--- src/rtl/dcache_mem_ctl_if.sv ---
// Cache-side request and nibble-stream signals plus the QSPI-style PSRAM pins of dcache_mem_ctl.
// The controller takes the slave modport; the cache/memory side takes master.
interface dcache_mem_ctl_if #(
    parameter int PA          = 22,
    parameter int LINE_LENGTH = 4
);
    localparam int TW = PA - $clog2(LINE_LENGTH);

    logic          req;
    logic          push;
    logic          pull;
    logic [TW-1:0] tag;
    logic [3:0]    dwrite;
    logic [3:0]    dread;
    logic          wstrobe_d;
    logic          rstrobe_d;
    logic          busy;
    logic          done;
    logic          mem_cs_n;
    logic [3:0]    mem_dout;
    logic          mem_oe;
    logic [3:0]    mem_din;

    modport master (
        output req, push, pull, tag, dwrite, mem_din,
        input  dread, wstrobe_d, rstrobe_d, busy, done, mem_cs_n, mem_dout, mem_oe
    );

    modport slave (
        input  req, push, pull, tag, dwrite, mem_din,
        output dread, wstrobe_d, rstrobe_d, busy, done, mem_cs_n, mem_dout, mem_oe
    );
endinterface

--- src/rtl/dcache_mem_ctl.sv ---
// Line fill / writeback engine: runs one nibble-serial PSRAM transaction per cache miss.
// All outputs are registered from the next-state decode so they line up with the state they belong to.
module dcache_mem_ctl #(
    parameter int         PA          = 22,
    parameter int         LINE_LENGTH = 4,
    parameter int         WAIT_CYCLES = 6,
    parameter logic [7:0] CMD_READ    = 8'hEB,
    parameter logic [7:0] CMD_WRITE   = 8'h38
) (
    input logic             clk,
    input logic             reset,
    dcache_mem_ctl_if.slave bus
);
    localparam int OFFS = $clog2(LINE_LENGTH);
    localparam int TW   = PA - OFFS;
    localparam int NIB  = 2 * LINE_LENGTH;
    localparam int CMAX = (NIB > WAIT_CYCLES) ? ((NIB > 6) ? NIB : 6)
                                              : ((WAIT_CYCLES > 6) ? WAIT_CYCLES : 6);
    localparam int CW   = $clog2(CMAX);

    typedef enum logic [2:0] {IDLE, CMD, ADDR, WAIT, DATA, GAP} state_t;

    state_t        state_reg, state_next;
    logic [CW-1:0] cnt_reg, cnt_next;
    logic          write_reg, write_next;
    logic [TW-1:0] tag_reg, tag_next;
    logic          mem_cs_n_reg, mem_cs_n_next;
    logic          mem_oe_reg, mem_oe_next;
    logic [3:0]    mem_dout_reg, mem_dout_next;
    logic          wstrobe_reg, wstrobe_next;
    logic          rstrobe_reg, rstrobe_next;
    logic [3:0]    dread_reg, dread_next;
    logic          busy_reg, busy_next;
    logic          done_reg, done_next;
    logic [7:0]    cmd_next;
    logic [23:0]   addr_next;

    always_ff @(posedge clk or negedge reset) begin
        if (!reset) begin
            state_reg    <= IDLE;
            cnt_reg      <= '0;
            write_reg    <= 1'b0;
            tag_reg      <= '0;
            mem_cs_n_reg <= 1'b1;
            mem_oe_reg   <= 1'b0;
            mem_dout_reg <= 4'h0;
            wstrobe_reg  <= 1'b0;
            rstrobe_reg  <= 1'b0;
            dread_reg    <= 4'h0;
            busy_reg     <= 1'b0;
            done_reg     <= 1'b0;
        end else begin
            state_reg    <= state_next;
            cnt_reg      <= cnt_next;
            write_reg    <= write_next;
            tag_reg      <= tag_next;
            mem_cs_n_reg <= mem_cs_n_next;
            mem_oe_reg   <= mem_oe_next;
            mem_dout_reg <= mem_dout_next;
            wstrobe_reg  <= wstrobe_next;
            rstrobe_reg  <= rstrobe_next;
            dread_reg    <= dread_next;
            busy_reg     <= busy_next;
            done_reg     <= done_next;
        end
    end

    always_comb begin
        state_next = state_reg;
        cnt_next   = cnt_reg + CW'(1);
        write_next = write_reg;
        tag_next   = tag_reg;

        case (state_reg)
            IDLE: begin
                cnt_next = '0;
                if (bus.req && (bus.push || bus.pull)) begin
                    state_next = CMD;
                    write_next = bus.push;   // push wins when both are raised
                    tag_next   = bus.tag;
                end
            end
            CMD: if (cnt_reg == CW'(1)) begin
                state_next = ADDR;
                cnt_next   = '0;
            end
            ADDR: if (cnt_reg == CW'(5)) begin
                state_next = write_reg ? DATA : WAIT;
                cnt_next   = '0;
            end
            WAIT: if (cnt_reg == CW'(WAIT_CYCLES - 1)) begin
                state_next = DATA;
                cnt_next   = '0;
            end
            DATA: if (cnt_reg == CW'(NIB - 1)) begin
                state_next = GAP;
                cnt_next   = '0;
            end
            GAP: begin
                state_next = IDLE;
                cnt_next   = '0;
            end
            default: begin
                state_next = IDLE;
                cnt_next   = '0;
            end
        endcase

        cmd_next  = write_next ? CMD_WRITE : CMD_READ;
        addr_next = 24'({tag_next, {OFFS{1'b0}}});

        mem_cs_n_next = !(state_next inside {CMD, ADDR, WAIT, DATA});
        mem_oe_next   = (state_next == CMD) || (state_next == ADDR) ||
                        (state_next == DATA && write_next);
        busy_next     = (state_next != IDLE);
        done_next     = (state_next == GAP);

        mem_dout_next = 4'h0;
        case (state_next)
            CMD:  mem_dout_next = (cnt_next == '0) ? cmd_next[7:4] : cmd_next[3:0];
            ADDR: begin
                case (cnt_next)
                    CW'(0):  mem_dout_next = addr_next[23:20];
                    CW'(1):  mem_dout_next = addr_next[19:16];
                    CW'(2):  mem_dout_next = addr_next[15:12];
                    CW'(3):  mem_dout_next = addr_next[11:8];
                    CW'(4):  mem_dout_next = addr_next[7:4];
                    default: mem_dout_next = addr_next[3:0];
                endcase
            end
            DATA: mem_dout_next = write_next ? bus.dwrite : 4'h0;
            default: mem_dout_next = 4'h0;
        endcase

        // Consume strobe leads the data phase by one cycle so mem_dout is a registered copy of dwrite.
        rstrobe_next = write_next &&
                       ((state_next == ADDR && cnt_next == CW'(5)) ||
                        (state_next == DATA && cnt_next != CW'(NIB - 1)));
        wstrobe_next = !write_reg && (state_reg == DATA);
        dread_next   = wstrobe_next ? bus.mem_din : 4'h0;
    end

    assign bus.mem_cs_n  = mem_cs_n_reg;
    assign bus.mem_oe    = mem_oe_reg;
    assign bus.mem_dout  = mem_dout_reg;
    assign bus.wstrobe_d = wstrobe_reg;
    assign bus.rstrobe_d = rstrobe_reg;
    assign bus.dread     = dread_reg;
    assign bus.busy      = busy_reg;
    assign bus.done      = done_reg;
endmodule
--- src/flat_wrapper.sv ---
// flat-port wrapper written by rule: the top's interface ports become plain ports
module dcache_mem_ctl_flat 
#(
    parameter int         PA          = 22,
    parameter int         LINE_LENGTH = 4,
    parameter int         WAIT_CYCLES = 6,
    parameter logic [7:0] CMD_READ    = 8'hEB,
    parameter logic [7:0] CMD_WRITE   = 8'h38
)
  (clk, reset, bus_req, bus_push, bus_pull, bus_tag, bus_dwrite, bus_mem_din, bus_dread, bus_wstrobe_d, bus_rstrobe_d, bus_busy, bus_done, bus_mem_cs_n, bus_mem_dout, bus_mem_oe);
  dcache_mem_ctl_if #(.PA(PA), .LINE_LENGTH(LINE_LENGTH)) bus_i ();
  input logic clk;
  input logic reset;
  input wire logic [$bits(bus_i.req)-1:0] bus_req;
  input wire logic [$bits(bus_i.push)-1:0] bus_push;
  input wire logic [$bits(bus_i.pull)-1:0] bus_pull;
  input wire logic [$bits(bus_i.tag)-1:0] bus_tag;
  input wire logic [$bits(bus_i.dwrite)-1:0] bus_dwrite;
  input wire logic [$bits(bus_i.mem_din)-1:0] bus_mem_din;
  output wire logic [$bits(bus_i.dread)-1:0] bus_dread;
  output wire logic [$bits(bus_i.wstrobe_d)-1:0] bus_wstrobe_d;
  output wire logic [$bits(bus_i.rstrobe_d)-1:0] bus_rstrobe_d;
  output wire logic [$bits(bus_i.busy)-1:0] bus_busy;
  output wire logic [$bits(bus_i.done)-1:0] bus_done;
  output wire logic [$bits(bus_i.mem_cs_n)-1:0] bus_mem_cs_n;
  output wire logic [$bits(bus_i.mem_dout)-1:0] bus_mem_dout;
  output wire logic [$bits(bus_i.mem_oe)-1:0] bus_mem_oe;
  assign bus_i.req = bus_req;
  assign bus_i.push = bus_push;
  assign bus_i.pull = bus_pull;
  assign bus_i.tag = bus_tag;
  assign bus_i.dwrite = bus_dwrite;
  assign bus_i.mem_din = bus_mem_din;
  assign bus_dread = bus_i.dread;
  assign bus_wstrobe_d = bus_i.wstrobe_d;
  assign bus_rstrobe_d = bus_i.rstrobe_d;
  assign bus_busy = bus_i.busy;
  assign bus_done = bus_i.done;
  assign bus_mem_cs_n = bus_i.mem_cs_n;
  assign bus_mem_dout = bus_i.mem_dout;
  assign bus_mem_oe = bus_i.mem_oe;
  dcache_mem_ctl #(.PA(PA), .LINE_LENGTH(LINE_LENGTH), .WAIT_CYCLES(WAIT_CYCLES), .CMD_READ(CMD_READ), .CMD_WRITE(CMD_WRITE)) u_core (.clk(clk), .reset(reset), .bus(bus_i));
endmodule
--- config.mk ---
export PLATFORM = sky130hd
export DESIGN_NAME = dcache_mem_ctl_flat
export DESIGN_NICKNAME = d
export VERILOG_FILES = /design/src/rtl/dcache_mem_ctl_if.sv /design/src/rtl/dcache_mem_ctl.sv /design/src/flat_wrapper.sv
export SDC_FILE = /design/constraint.sdc
export NUM_CORES = 1
export LEC_CHECK = 0
export BUFFER_PORTS_ARGS = -buffer_cell sky130_fd_sc_hd__clkbuf_2
export CAP_MARGIN = 0
export CORE_ASPECT_RATIO = 1.1
export CORE_MARGIN = 3
export CORE_UTILIZATION = 40
export DETAILED_ROUTE_END_ITERATION = 10
export PLACE_DENSITY = 0.59
export SETUP_SLACK_MARGIN = 0.5
export SLEW_MARGIN = 40
export SYNTH_ARGS = -nofsm -noshare
export SYNTH_HDL_FRONTEND = slang
export SYNTH_SLANG_ARGS = --single-unit
--- constraint.sdc ---
create_clock -name clk -period 3.7 [get_ports clk]
set_clock_uncertainty 0.05 [all_clocks]
set_input_delay 0.37 -clock clk [delete_from_list [all_inputs] [get_ports clk]]
set_output_delay 0.37 -clock clk [all_outputs]
set_load 0.02 [all_outputs]
# --- Word-level counts from Yosys, hierarchy flattened ---
# Index checks and enable logic that the tools add are counted.
op_classes:
  add_sub_neg: 1
  n_eq_ne: 18
  n_mux: 21
  n_reduce_logical: 17
ops:
  columns: ["operator", "n"]
  rows:
  - ["two-way mux 20 bit", 2]
  - ["two-way mux 3 bit", 9]
  - ["equality test 3 bit (second input constant)", 7]
  - ["case mux 4 bit (5 select lines)", 1]
  - ["equality test 3 x 2 -> 1 bit (second input constant)", 6]
  - ["case mux 3 bit (5 select lines)", 1]
  - ["equality test 3 x 1 -> 1 bit (second input constant)", 4]
  - ["two-way mux 4 bit", 3]
  - ["case mux 4 bit (3 select lines)", 1]
  - ["case mux 3 bit (3 select lines)", 1]
  - ["two-way mux 8 bit", 1]
  - ["logical AND 1 bit", 6]
  - ["logical NOT 3 bit", 2]
  - ["logical OR 1 bit", 4]
  - ["nonzero test 4 bit", 1]
  - ["adder 3 x 1 -> 3 bit (second input constant)", 1]
  - ["inequality test 3 bit (second input constant)", 1]
  - ["nonzero test 3 bit", 1]
  - ["logical NOT 1 bit", 2]
  - ["two-way mux 1 bit", 2]
  - ["OR reduction 2 bit", 1]
totals:
  regBits: 41
  inputBits: 33

# --- Depth between registers and ports, before layout ---
logic_depth:
  depth_word: 8
  ltp_mapped: 10
  mapped_depth_nobuf: 9

# --- Worst setup path after synthesis ---
# OpenSTA, ideal clock, no wires.
synth_timing:
  path_kind: "register to register"
  from: "register u_core.cnt_reg[0]"
  to: "register u_core.mem_dout_reg[3], in the netlist u_core.bus.mem_dout[3]"
  arrival_time_ns: 2.440
  required_ns: 3.546
  path_slack_ns: 1.106
  stages_incl_launch_ff: 10
  n_path_buf: 1
  synth_period_minus_slack_ns: 2.594
  path_cell_list: "dfrtp_1 > ha_1 > and2_1 > o21ai_0 > nand3_1 > clkbuf_1 > and2_1 > ha_1 > or4_1 > o311ai_1"
synth_between:
  elab_chain_cells: 6
  elab_cells_between_ends: 24
  classes_between: "add/sub (1); eq/ne (10); mux (12); reduce/logical (1)"
synth_rtl:
  columns: ["item", "line_no", "source"]
  rows:
  - ["from (decl)", "dcache_mem_ctl.sv:24", "logic [CW-1:0] cnt_reg, cnt_next;"]
  - ["from (signal assigned)", "dcache_mem_ctl.sv:54", "cnt_reg <= cnt_next;"]
  - ["adder 3 x 1 -> 3 bit (tied with other cells)", "dcache_mem_ctl.sv:70", "cnt_next = cnt_reg + CW'(1);"]
  - ["two-way mux 3 bit, on equally long branches", null, null]
  - ["case mux 3 bit (3 select lines)", "dcache_mem_ctl.sv:74", "case (state_reg)"]
  - ["equality test 3 bit (tied with other cells)", "dcache_mem_ctl.sv:122", "case (cnt_next)"]
  - ["case mux 4 bit (5 select lines) or two-way mux 4 bit (tied branches)", "dcache_mem_ctl.sv:122, dcache_mem_ctl.sv:120", null]
  - ["case mux 4 bit (3 select lines) (*)", "dcache_mem_ctl.sv:119", "case (state_next)"]
  - ["net u_core.mem_dout_next[3]", "dcache_mem_ctl.sv:29", "logic [3:0] mem_dout_reg, mem_dout_next;"]
  - ["to (signal assigned)", "dcache_mem_ctl.sv:59", "mem_dout_reg <= mem_dout_next;"]
  - ["to (decl)", "dcache_mem_ctl.sv:29", null]
# Mark *: on every way through the listed nets, which the timed path passes. The rest lies on a longest branch.

# --- Final worst setup path ---
# Same ends and word-level chain as after synthesis.

==> flow_summary.ini <==
[status]
status = complete, no violations

[logic_synthesis]
synth-seq-area-share_pct = 50.37
yosys_register_bits = 41
number_of_enable_flip_flop_cells_after_synthesis = 0
synth_largest_type_area_fraction_pct = 49.08
ys_top_cells_by_area = dfrtp_1 49%, nand2_1 11%, ha_1 3.7%
syn_avg_cell_area_um2 = 9.900
synth.lib_cells_used.distinct = 45
async_reset_ff_share_pct = 100.0
netlist_area_um2 = 2039
synth.yosys.warnings = 0
synthDominantAreaCellType = dfrtp_1
synth_top_flop_cell = dfrtp_1
count_leader_synth = nand2_1
yosys-top-cells-count = 61 x nand2_1, 40 x dfrtp_1, 9 x nand3_1
synthCells = 206
synth.net_count = 245

[global_route]
grt_antenna_before_repair = 0
grt.overflow.total = 0
first_pass_grt_wire_length_um = 7817
grt_usage_pct = 17.21
grt_start_max_net_pins = 42
via_count_of_the_first_global_routing_pass = 1632

[floorplan]
die-height_um = 80.89
core-area_um2 = 4782
pin_count = 47
die-width_um = 74.08
initial_utilization_pct = 42.65
fp-row-count = 26
die-area_um2 = 5992

[clocking]
clk_root_buffer_cell = clkbuf_8
cts_hold_buf = 0
cts-root-to-sink-buffers = 2
cts.sinks = 41
cts_buffers = 5
cts_resized = 0
postCtsSetupRepairBufs = 0
clk_latency_ns = 0.29
htree_num_levels = 2
tritoncts = done
clk_pin_slew_ns = 0.07

[pwr]
power_per_cell_area_nw_per_um2 = 829.5
p_seq_share_pct = 36.2
ir_worst_vdd_uv = 283.0
share_comb_of_total_power_pct = 49.0
power_frac_clock_pct = 14.8
internal_power_mw = 1.178
power_switching_uw = 838.2
total_leakage_power_nw = 1.227
switching_share_pct = 41.56

[sta]
timing.max_slew.rel_slack_pct = 54.21
fin_hold_ws_ns = 0.03426
min_period_over_period_pct = 74.41
timing_worst_slew_pin_value_ns = 0.6811
setup_viol_count_final = 0
finalWorstSetupSlack_ns = 0.9470
drv_slew = 0
timing.final.crit_period_ns = 2.753
final-hold-violation-count = 0
fin_setup_tns_ns = 0
unrepaired_setup_endpoints_after_global_routing = false
max_freq_mhz = 363.2

[worst_setup_path]
r2r_end = u_core.bus.mem_dout[3]
criticalPathCategory = reg2reg
timing.critical_path.from = u_core.cnt_reg[0]
timing.reg2reg.setup_slack_ns = 0.95
endpoint_kind = register
critical_path_required_ns = 3.84
critPathArrivalTime_ns = 2.90
ff2ff_path_depth = 8
worst_setup_path_start_kind = register
timing.critical_path.fanout_max = 8
beginning_of_the_worst_register_to_register_path = u_core.cnt_reg[0]
setup.worst_path.end = u_core.bus.mem_dout[3]

[drt]
dr.pass1.iters = 4
vias = 1649
drtAntennaViolNets = 0
drcViolationCount = 0
wl_per_cell_um = 14.48
drtIter0Drc = 112
post_drt_via_cell_ratio = 5.252
totalWireLength_um = 4548

[finish]
antenna-diode-count = 0
area_growth_syn_to_layout_pct = 19.20
post_route_cells_drive_above_1_share_pct = 25.58
fill_cell_total_of_the_finished_layout = 461
final_core_utilization_pct = 50.84
net_count_final = 296
fin_cells = 314
largest_register_ffs = 20

[placement]
dp_hpwl_um = 3349
placed_cells = 306
dpl_worst_slack_ns = 1.012
buffer_ports.inserted = 46
gpl.final_weighted_congestion = 0.8240

[flow_run]
cap_violations = 0

[worst_hold_path]
hold_path_class = in2async
==> layout make-up <==
class | instances | area [µm²] | area share [%]
multi-input cells | 151 | 950.9 | 39.11
clock buffers | 8 | 90.09 | 3.706
repair buffers | 50 | 262.8 | 10.81
well taps | 56 | 70.07 | 2.882
flip-flops and latches | 41 | 1027 | 42.25
inverters | 8 | 30.03 | 1.235
==> per-layer routing <==
layer / track usage [%] / up-vias / wire [µm]
met1: 23.09 / 780 / 2004
met2: 27.57 / 43 / 2190
li1: - / 819 / -
met3: 3.837 / 7 / 289
met5: 0 / - / 0
met4: 5.435 / 0 / 64
==> how the worst min path moves through the flow <==
| stage | from | end | slack (ns) | cells past startpoint |
|---|---|---|---|---|
| final | reset | u_core.bus.dread[1] | 0.03 | 1 |
| after floorplan | reset | u_core.bus.busy | 0.02 | 0 |
| after global routing | reset | u_core.bus.dread[1] | 0.07 | 1 |
| after global placement | u_core.tag_reg[7] | u_core.tag_reg[7] | 0.40 | 2 |
| after detailed placement | reset | u_core.bus.dread[1] | 0.38 | 1 |
| after CTS | reset | u_core.bus.dread[1] | 0.05 | 1 |
==> through the flow <==
step	instance area, µm²	power, mW
floorplan	2039	1.450
finish	2431	2.017
CTS	2431	2.043
detailed placement	2341	1.733
global placement	2338	1.728
global route	2431	2.211
==> cell families (layout without fill, tap and decap cells) <==
kind of cell	count (synthesis)	in the layout	share of synthesized area (%)
DFF	41	41	50.37
AOI/OAI and AO/OA	30	30	10.98
and+or+nand+nor	108	108	25.58
muxes	7	7	6.380
adders and majority gates	6	6	3.681
buffers and inverters	14	66	3.006
==> power by group through the flow <==
stage,registers [mW],clock network [mW],logic [mW]
floorplan,0.750,0,0.700
global placement,0.734,0,0.994
detailed placement,0.737,0,0.996
CTS,0.730,0.311,1.00
global route,0.756,0.329,1.13
finish,0.730,0.299,0.988
==> cells in the final DEF (no fill, tap or decap), types with 3 or more instances in the layout <==
cell / instances
nand2_1: 61
clkbuf_2: 45
dfrtp_1: 40
nand3_1: 9
inv_1: 8
nor2_1: 7
and2_1: 7
ha_1: 6
clkbuf_8: 6
nand2b_1: 5
o21ai_0: 5
nor2b_1: 4
and3_1: 4
buf_4: 4
a31oi_1: 3
==> critical path, stage by stage, from the launching register on <==
cell,delay [ns]
dfrtp_1,0.50
ha_1,0.31
and2_1,0.21
o22a_1,0.27
a22o_1,0.32
and2_1,0.22
ha_1,0.17
or4_1,0.52
o311ai_1,0.09
Note: power is estimated with default switching activity, not from simulation.
